===== src/rtl/mips_stage_sequencer.sv =====
// Multicycle control sequencer: FETCH, 1..MAX_EXEC execute stages, HALT.
// Define MIPS_STAGE_SEQUENCER_STALL_CNT_EN to add the stall_cycles counter.
module mips_stage_sequencer #(
   parameter  int MAX_EXEC = 4,
   parameter  int CNT_W    = 32,
   localparam int LEN_W    = $clog2(MAX_EXEC + 1),
   localparam int STATE_W  = $clog2(MAX_EXEC + 2)
) (
   input  logic               clk,
   input  logic               rst_n,
   input  logic               halt,
   input  logic [LEN_W-1:0]   exec_len,
   input  logic               waitrequest,
   output logic [STATE_W-1:0] state,
   output logic               is_fetch,
   output logic               is_halt,
   output logic               instr_done,
   output logic [CNT_W-1:0]   retired
`ifdef MIPS_STAGE_SEQUENCER_STALL_CNT_EN
   ,
   output logic [CNT_W-1:0]   stall_cycles
`endif
);

   typedef enum logic [STATE_W-1:0] {
      S_FETCH = '0,
      S_EXEC1 = STATE_W'(1),
      S_HALT  = '1
   } state_e;

   state_e             state_q, state_d;
   logic [LEN_W-1:0]   len_q, len_d;
   logic               done_q, done_d;
   logic [CNT_W-1:0]   ret_q, ret_d;
   logic [LEN_W-1:0]   len_clamp;
   logic [LEN_W-1:0]   eff_len;

   always_comb begin
      len_clamp = exec_len;
      if (exec_len <= LEN_W'(1)) begin
         len_clamp = LEN_W'(1);
      end else if (exec_len > LEN_W'(MAX_EXEC)) begin
         len_clamp = LEN_W'(MAX_EXEC);
      end
   end

   // EXEC1 uses the live decoder length; later stages use the captured one
   assign eff_len = (state_q == S_EXEC1) ? len_clamp : len_q;

   always_comb begin
      state_d = state_q;
      len_d   = len_q;
      done_d  = 1'b0;
      ret_d   = ret_q;
      if (state_q == S_HALT) begin
         state_d = S_HALT;
      end else if (waitrequest) begin
         state_d = state_q;
      end else if (halt) begin
         state_d = S_HALT;
      end else if (state_q == S_FETCH) begin
         state_d = S_EXEC1;
      end else if (state_q <= STATE_W'(MAX_EXEC)) begin
         if (state_q == S_EXEC1) begin
            len_d = len_clamp;
         end
         if (state_q < STATE_W'(eff_len)) begin
            state_d = state_e'(state_q + STATE_W'(1));
         end else begin
            state_d = S_FETCH;
            done_d  = 1'b1;
            ret_d   = ret_q + CNT_W'(1);
         end
      end else begin
         state_d = S_FETCH;
      end
   end

   always_ff @(posedge clk or negedge rst_n) begin
      if (!rst_n) begin
         state_q <= S_FETCH;
         len_q   <= '0;
         done_q  <= 1'b0;
         ret_q   <= '0;
      end else begin
         state_q <= state_d;
         len_q   <= len_d;
         done_q  <= done_d;
         ret_q   <= ret_d;
      end
   end

`ifdef MIPS_STAGE_SEQUENCER_STALL_CNT_EN
   logic [CNT_W-1:0] stall_q, stall_d;

   always_comb begin
      stall_d = stall_q;
      if (state_q != S_HALT && waitrequest) begin
         stall_d = stall_q + CNT_W'(1);
      end
   end

   always_ff @(posedge clk or negedge rst_n) begin
      if (!rst_n) begin
         stall_q <= '0;
      end else begin
         stall_q <= stall_d;
      end
   end

   assign stall_cycles = stall_q;
`endif

   assign state      = state_q;
   assign is_fetch   = (state_q == S_FETCH);
   assign is_halt    = (state_q == S_HALT);
   assign instr_done = done_q;
   assign retired    = ret_q;

endmodule


===== config.mk =====
export PLATFORM = sky130hd
export DESIGN_NAME = mips_stage_sequencer
export DESIGN_NICKNAME = d
export VERILOG_FILES = /design/src/rtl/mips_stage_sequencer.sv
export SDC_FILE = /design/constraint.sdc
export NUM_CORES = 1
export LEC_CHECK = 0
export ABC_AREA = 1
export CAP_MARGIN = 40
export CORE_MARGIN = 2
export CORE_UTILIZATION = 50
export DETAILED_ROUTE_END_ITERATION = 8
export PLACE_DENSITY = 0.82
export SETUP_SLACK_MARGIN = 0.15
export SLEW_MARGIN = 25
export SYNTH_ARGS = -nofsm -noshare
export SYNTH_HDL_FRONTEND = slang
export SYNTH_SLANG_ARGS = --single-unit

===== constraint.sdc =====
create_clock -name clk -period 3.3 [get_ports clk]
set_input_delay 0.66 -clock clk [delete_from_list [all_inputs] [get_ports clk]]
set_output_delay 0.66 -clock clk [all_outputs]
set_load 0.1 [all_outputs]

# [After elaboration in Yosys (flattened, before gate mapping)]
# Cells that the tools add are included.
[totals] ff_bits=39 inputBits=7 out_inout_bits=38
[op_classes] n_addsub=2 order_cmp=4 eq_ne=3 mux=15 n_bitwise=5 n_reduce_logical=3
[ops] op="adder 32 x 1 -> 32 bit, second input constant" count=1
[ops] op="2-to-1 mux 3 bit" count=9
[ops] op="2-to-1 mux 1 bit" count=6
[ops] op="AND reduction 6 bit" count=1
[ops] op="inverter 1 bit" count=5
[ops] op="AND reduction 5 bit" count=1
[ops] op="adder 3 x 1 -> 3 bit, second input constant" count=1
[ops] op="== test 3 x 1 -> 1 bit, second input constant" count=1
[ops] op="== test 3 bit, second input constant" count=1
[ops] op="> comparator 3 bit, second input constant" count=1
[ops] op="<= comparator 3 x 1 -> 1 bit, second input constant" count=1
[ops] op="<= comparator 3 bit, second input constant" count=1
[ops] op="zero test 3 bit" count=1
[ops] op="less-than comparator 3 bit" count=1
[ops] op="inequality test 2 x 1 -> 1 bit, second input constant" count=1

# [Depth between registers and ports, before layout]
[logic_depth] ltp_word=11 ltp_mapped=15

# [Worst setup path before layout]
# No wires, ideal clock.
[synth_path] path_kind="register to register" start="reg state_q[0] (netlist: state[0])" end="reg ret_q[18] (netlist: retired[18])" arrival_time_ns=3.161 t_required_ns=3.180 slack_ns=0.019 stages_incl_launch_ff=13 n_path_buf=1 synth_period_minus_slack_ns=3.281 cell_sequence="dfrtp_1 inv_1 ha_1 inv_1 nor2_1 inv_2 nand2_1 nor3_2 nand2_2 inv_2 buf_2 nand2_1 nand2_1"
[synth_rtl] element="from (decl)" line_no="31" rtl="state_e state_q, state_d;"
[synth_rtl] element="from (signal assigned)" line_no="86" rtl="state_q <= state_d;"
[synth_rtl] element="zero test 3 bit"
[synth_rtl] element="via is_fetch" line_no="15" rtl="output logic is_fetch,"
[synth_rtl] element="inverter 1 bit (no line)"
[synth_rtl] element="AND reduction 6 bit (no line)"
[synth_rtl] element="to (signal assigned)" line_no="89" rtl="ret_q <= ret_d;"
[synth_rtl] element="to (decl)" line_no="34" rtl="logic [CNT_W-1:0] ret_q, ret_d;"
# The timed path passes the listed nets, and every way through them passes these cells.
# A chain may end at the register's enable or synchronous reset.

# [Final worst setup path]
[layout_path] start="in exec_len[2]" end="reg ret_q[2] (netlist: retired[2])"
[layout_between] elab_chain_len=7
[layout_rtl] element="from (decl)" line_no="12" rtl="input logic [LEN_W-1:0] exec_len,"
[layout_rtl] element="> comparator 3 bit" line_no="42" rtl="end else if (exec_len > LEN_W'(MAX_EXEC)) begin"
[layout_rtl] element="2-to-1 mux 3 bit" line_no="42"
[layout_rtl] element="2-to-1 mux 3 bit (*)" line_no="40" rtl="if (exec_len <= LEN_W'(1)) begin"
[layout_rtl] element="2-to-1 mux 3 bit (*)"
[layout_rtl] element="less-than comparator 3 bit (*)" line_no="67" rtl="if (state_q < STATE_W'(eff_len)) begin"
[layout_rtl] element="inverter 1 bit (no line) (*)"
[layout_rtl] element="AND reduction 6 bit (no line) (*)"
# Every way passes the cells marked *; elsewhere a longest branch is shown, timed or not.

==> impl.org <==
** Floorplan
- Initial cell density of the core :: 0.524
- In this run the horizontal extent of the chip is 74.6 um.
- The floorplan has 25 rows.
- Die height :: 74.6 um
- Overall die area :: approximately 0.0056 mm2
- After floorplanning, the core was sized to cover around 0.0048 mm2.
- I/O pins :: 45

** Worst setup path
- Data arrival time of the worst path :: around 2.6 ns
- Of all nets on the critical path, the largest fanout is 37.
- Reg2Reg Setup Slack :: just under 0.9 ns
- Critical path class :: input pin to flop
- FF-to-FF End :: retired[2]$_DFFE_PN0P_
- STA classifies the critical path endpoint as a flop.
- Counting cells, the worst reg-to-reg path comes to 11.
- Launching element type of the critical path :: input pin
- Worst path required time :: roughly 3.5 ns
- The startpoint identified for the worst register-to-register timing path is state[1]$_DFFE_PN0P_.

** Drt
- Detailed routing inserted a total of roughly 2,400 vias.
- Mean routed wirelength per cell :: around 12 um
- In the routed layout, each cell is associated on average with a via count of 4.92.
- The detailed router finished its first iteration with approximately 150 violations.
- The first detailed-routing pass ran for 4 iterations.
- The detail route stage leaves a number of antenna-violating nets equal to 0.
- Summed over all layers, the routed wires come to 5640 um.
- Number of remaining DRC errors :: 0

** Power
- Total power for the finished layout comes to approximately 0.94 mW.
- Maximum vdd drop :: between 0.0002 and 0.00025 V
- Leakage Power :: about 1.5 nW
- Cell Pwr Density :: between 300 and 400 mW/mm2

** Synthesis
- Area share of the largest cell type after synthesis :: 0.391
- Sequential fraction of the synthesis area :: 0.391
- Synthesis instantiated 24 different standard cells from the library.
- In this run, synthesis inferred 0 flip-flops with an integrated enable.
- The cell area that synthesis handed to floorplanning was about 0.0025 mm2.
- Post-Synthesis Net Count :: roughly 380
- After synthesis the netlist holds a flip-flop and latch count of 39.
- The synthesized design spends more area on one cell type than any other, namely dfrtp_1.
- Mean post-synth cell area :: approximately 6.9 um2
- Most used flip-flop cell after synthesis :: dfrtp_1
- Top cell types by occurrence after synthesis :: nand2_1, nor2_1, dfrtp_1
- During synthesis, Yosys emitted a total of 0 warnings.
- After synthesis, the cell types taking the most area are dfrtp_1, nand2_1, nor2_1.
- In the synthesized netlist, the number of instances is 363.
- Post-synthesis async set-or-reset flop share :: 1.00
- Most repeated cell in the gate-level netlist after synthesis :: nand2_1

** Final layout
- Filler-free cell count of the finished design :: around 480
- In the final layout, the share of cells above drive strength 1 is 0.141.
- The number of antenna diodes in the final layout is 0.
- Number of nets in the finished design :: roughly 420
- Core utilization of the finished layout :: 0.634
- Synth-to-layout area growth :: 20.9%

** STA
- The count of final max-slew check failures came to 0.
- Clock skew on the completed layout was measured at around 0.008 ns.
- Setup repair after global routing missed its margin :: no
- Clock period minus worst slack :: about 2.4 ns
- For the final routed database, the setup TNS stands at 0 ns.
- Pin slew with the least headroom to its limit :: roughly 0.47 ns
- Of the available clock period, the critical path in the final layout requires 0.735.
- Setup violations remaining at the end of the flow were counted as 0.
- PnR worst setup slack :: 0.874 ns
- Maximum operating frequency :: 0.412 GHz
- Headroom to the max-slew limit :: 0.685
- Number of hold violations in the final report :: 0

** Clock tree
- CTS tree :: yes
- Number of clock buffers inserted by TritonCTS :: 5
- For this design, the sink count on the clock tree is 39.
- In this run, post-CTS repair resized a total of 0 instances.
- Buffers added to address setup during post-CTS repair amount to 0.
- Buffer depth of the longest clock path :: 2
- Clock Pin Slew Worst Setup and Hold Paths :: approximately 0.08 ns
- Clock Latency Late Sink :: between 0.2 and 0.3 ns
- The H-tree generated during clock tree synthesis spans 2 levels.
- Hold repair after CTS inserted 0 buffers.
- Clock root cell :: clkbuf_8

** GRT
- Via count of the first global-routing pass :: 2,047
- Global-route wire length before repair :: between 9000 and 10,000 um
- Entering global routing, the biggest net connects 38 pins.
- Across every metal layer, demand over resource in global routing totals 0.220.
- Remaining Overflow, GRT :: 0
- The initial antenna violation count came to 0.

** Placed design
- After detailed placement, the design holds a cell count of 470.
- Routability congestion estimate from global placement :: around 0.9
- Port buffering added between 40 and 50 buffers.
- Once detailed placement completed, the half-perimeter wirelength came to roughly 4300 um.
- Timing analysis after detailed placement gives a worst setup slack of 0.560 ns.

** Worst hold path
- The path class of the tightest hold or removal check is input pin to asynchronous set/reset pin.

** Status
- Result of the run :: complete, no violations

** Flow run
- Max-cap violations in this run came to 0.
## state kept, by name (all words and copies together) (netlist names)
name        count
retired        32
len_q           3
state           3
instr_done      1
## cell families after synthesis
kind of cell / synth area share
flops: 0.391
xor+xnor: 0.0948
buf+inv: 0.0562
fa+ha+maj: 0.0351
compound gates: 0.0306
simple gates: 0.392
## routing by layer
metal,vias up,wire [um],global-route usage
met4,0,85,0.0774
met1,1075,2700,0.312
met5,-,0,0
met2,56,2630,0.349
li1,1211,-,-
met3,8,222,0.0281
## stage by stage
step	instance area [um2]	hold slack, ns
floorplan	2500	0.364
global placement	2870	0.512
detailed placement	2900	0.528
CTS	3020	0.301
global route	3020	0.319
finish	3020	0.293
## where the power goes
group	internal, mW	total, mW	switching [mW]
Sequential	0.481	0.485	0.00347
Combinational	0.0164	0.0447	0.0283
Clock	0.245	0.414	0.169
Total	0.743	0.943	0.201
## critical path, stage by stage
cell and delay, ns:
clkdlybuf4s50_1 0.47, nor2_1 0.06, o21bai_1 0.17, ha_1 0.29, a21oi_1 0.28, nand2_1 0.11
nand2_2 0.08, buf_4 0.33, o21ai_0 0.13
## final cells by class
type / instances / area [um2]
Inverter: 22 / 82.6
Clock inverter: 2 / 35.0
Fill cell: 463 / 1740
Tap cell: 67 / 83.8
Timing Repair Buffer: 46 / 375
Clock buffer: 6 / 82.6
Multi-Input combinational cell: 296 / 1380
Sequential cell: 39 / 976
## placed cells by master (no fill, tap or decap)
cell type,n
nor2_1,60
xnor2_1,16
clkinv_2,1
o21ai_1,3
a31oi_1,1
o21bai_1,1
buf_4,39
nor3_2,1
nand3_1,3
a21oi_1,6
clkbuf_8,6
bufinv_16,1
o21ai_0,2
a22oi_1,1
inv_1,20
clkdlybuf4s50_1,5
dfrtp_1,39
nand4_1,6
buf_16,1
nor2_2,3
buf_2,1
xor2_1,11
inv_2,2
nor3_1,1
nand2_1,169
nand3b_1,2
nand2_2,3
ha_1,7
## how the worst max path moves through the flow
stage                         endpoint                 start
6_report        retired[2]$_DFFE_PN0P_           exec_len[2]
5_1_grt         retired[2]$_DFFE_PN0P_  state[1]$_DFFE_PN0P_
4_1_cts        retired[26]$_DFFE_PN0P_           exec_len[2]
3_5_place_dp    retired[5]$_DFFE_PN0P_           exec_len[2]
3_3_place_gp    retired[2]$_DFFE_PN0P_           exec_len[2]
2_1_floorplan  retired[18]$_DFFE_PN0P_  state[1]$_DFFE_PN0P_
(Power assumes the default switching activity.)
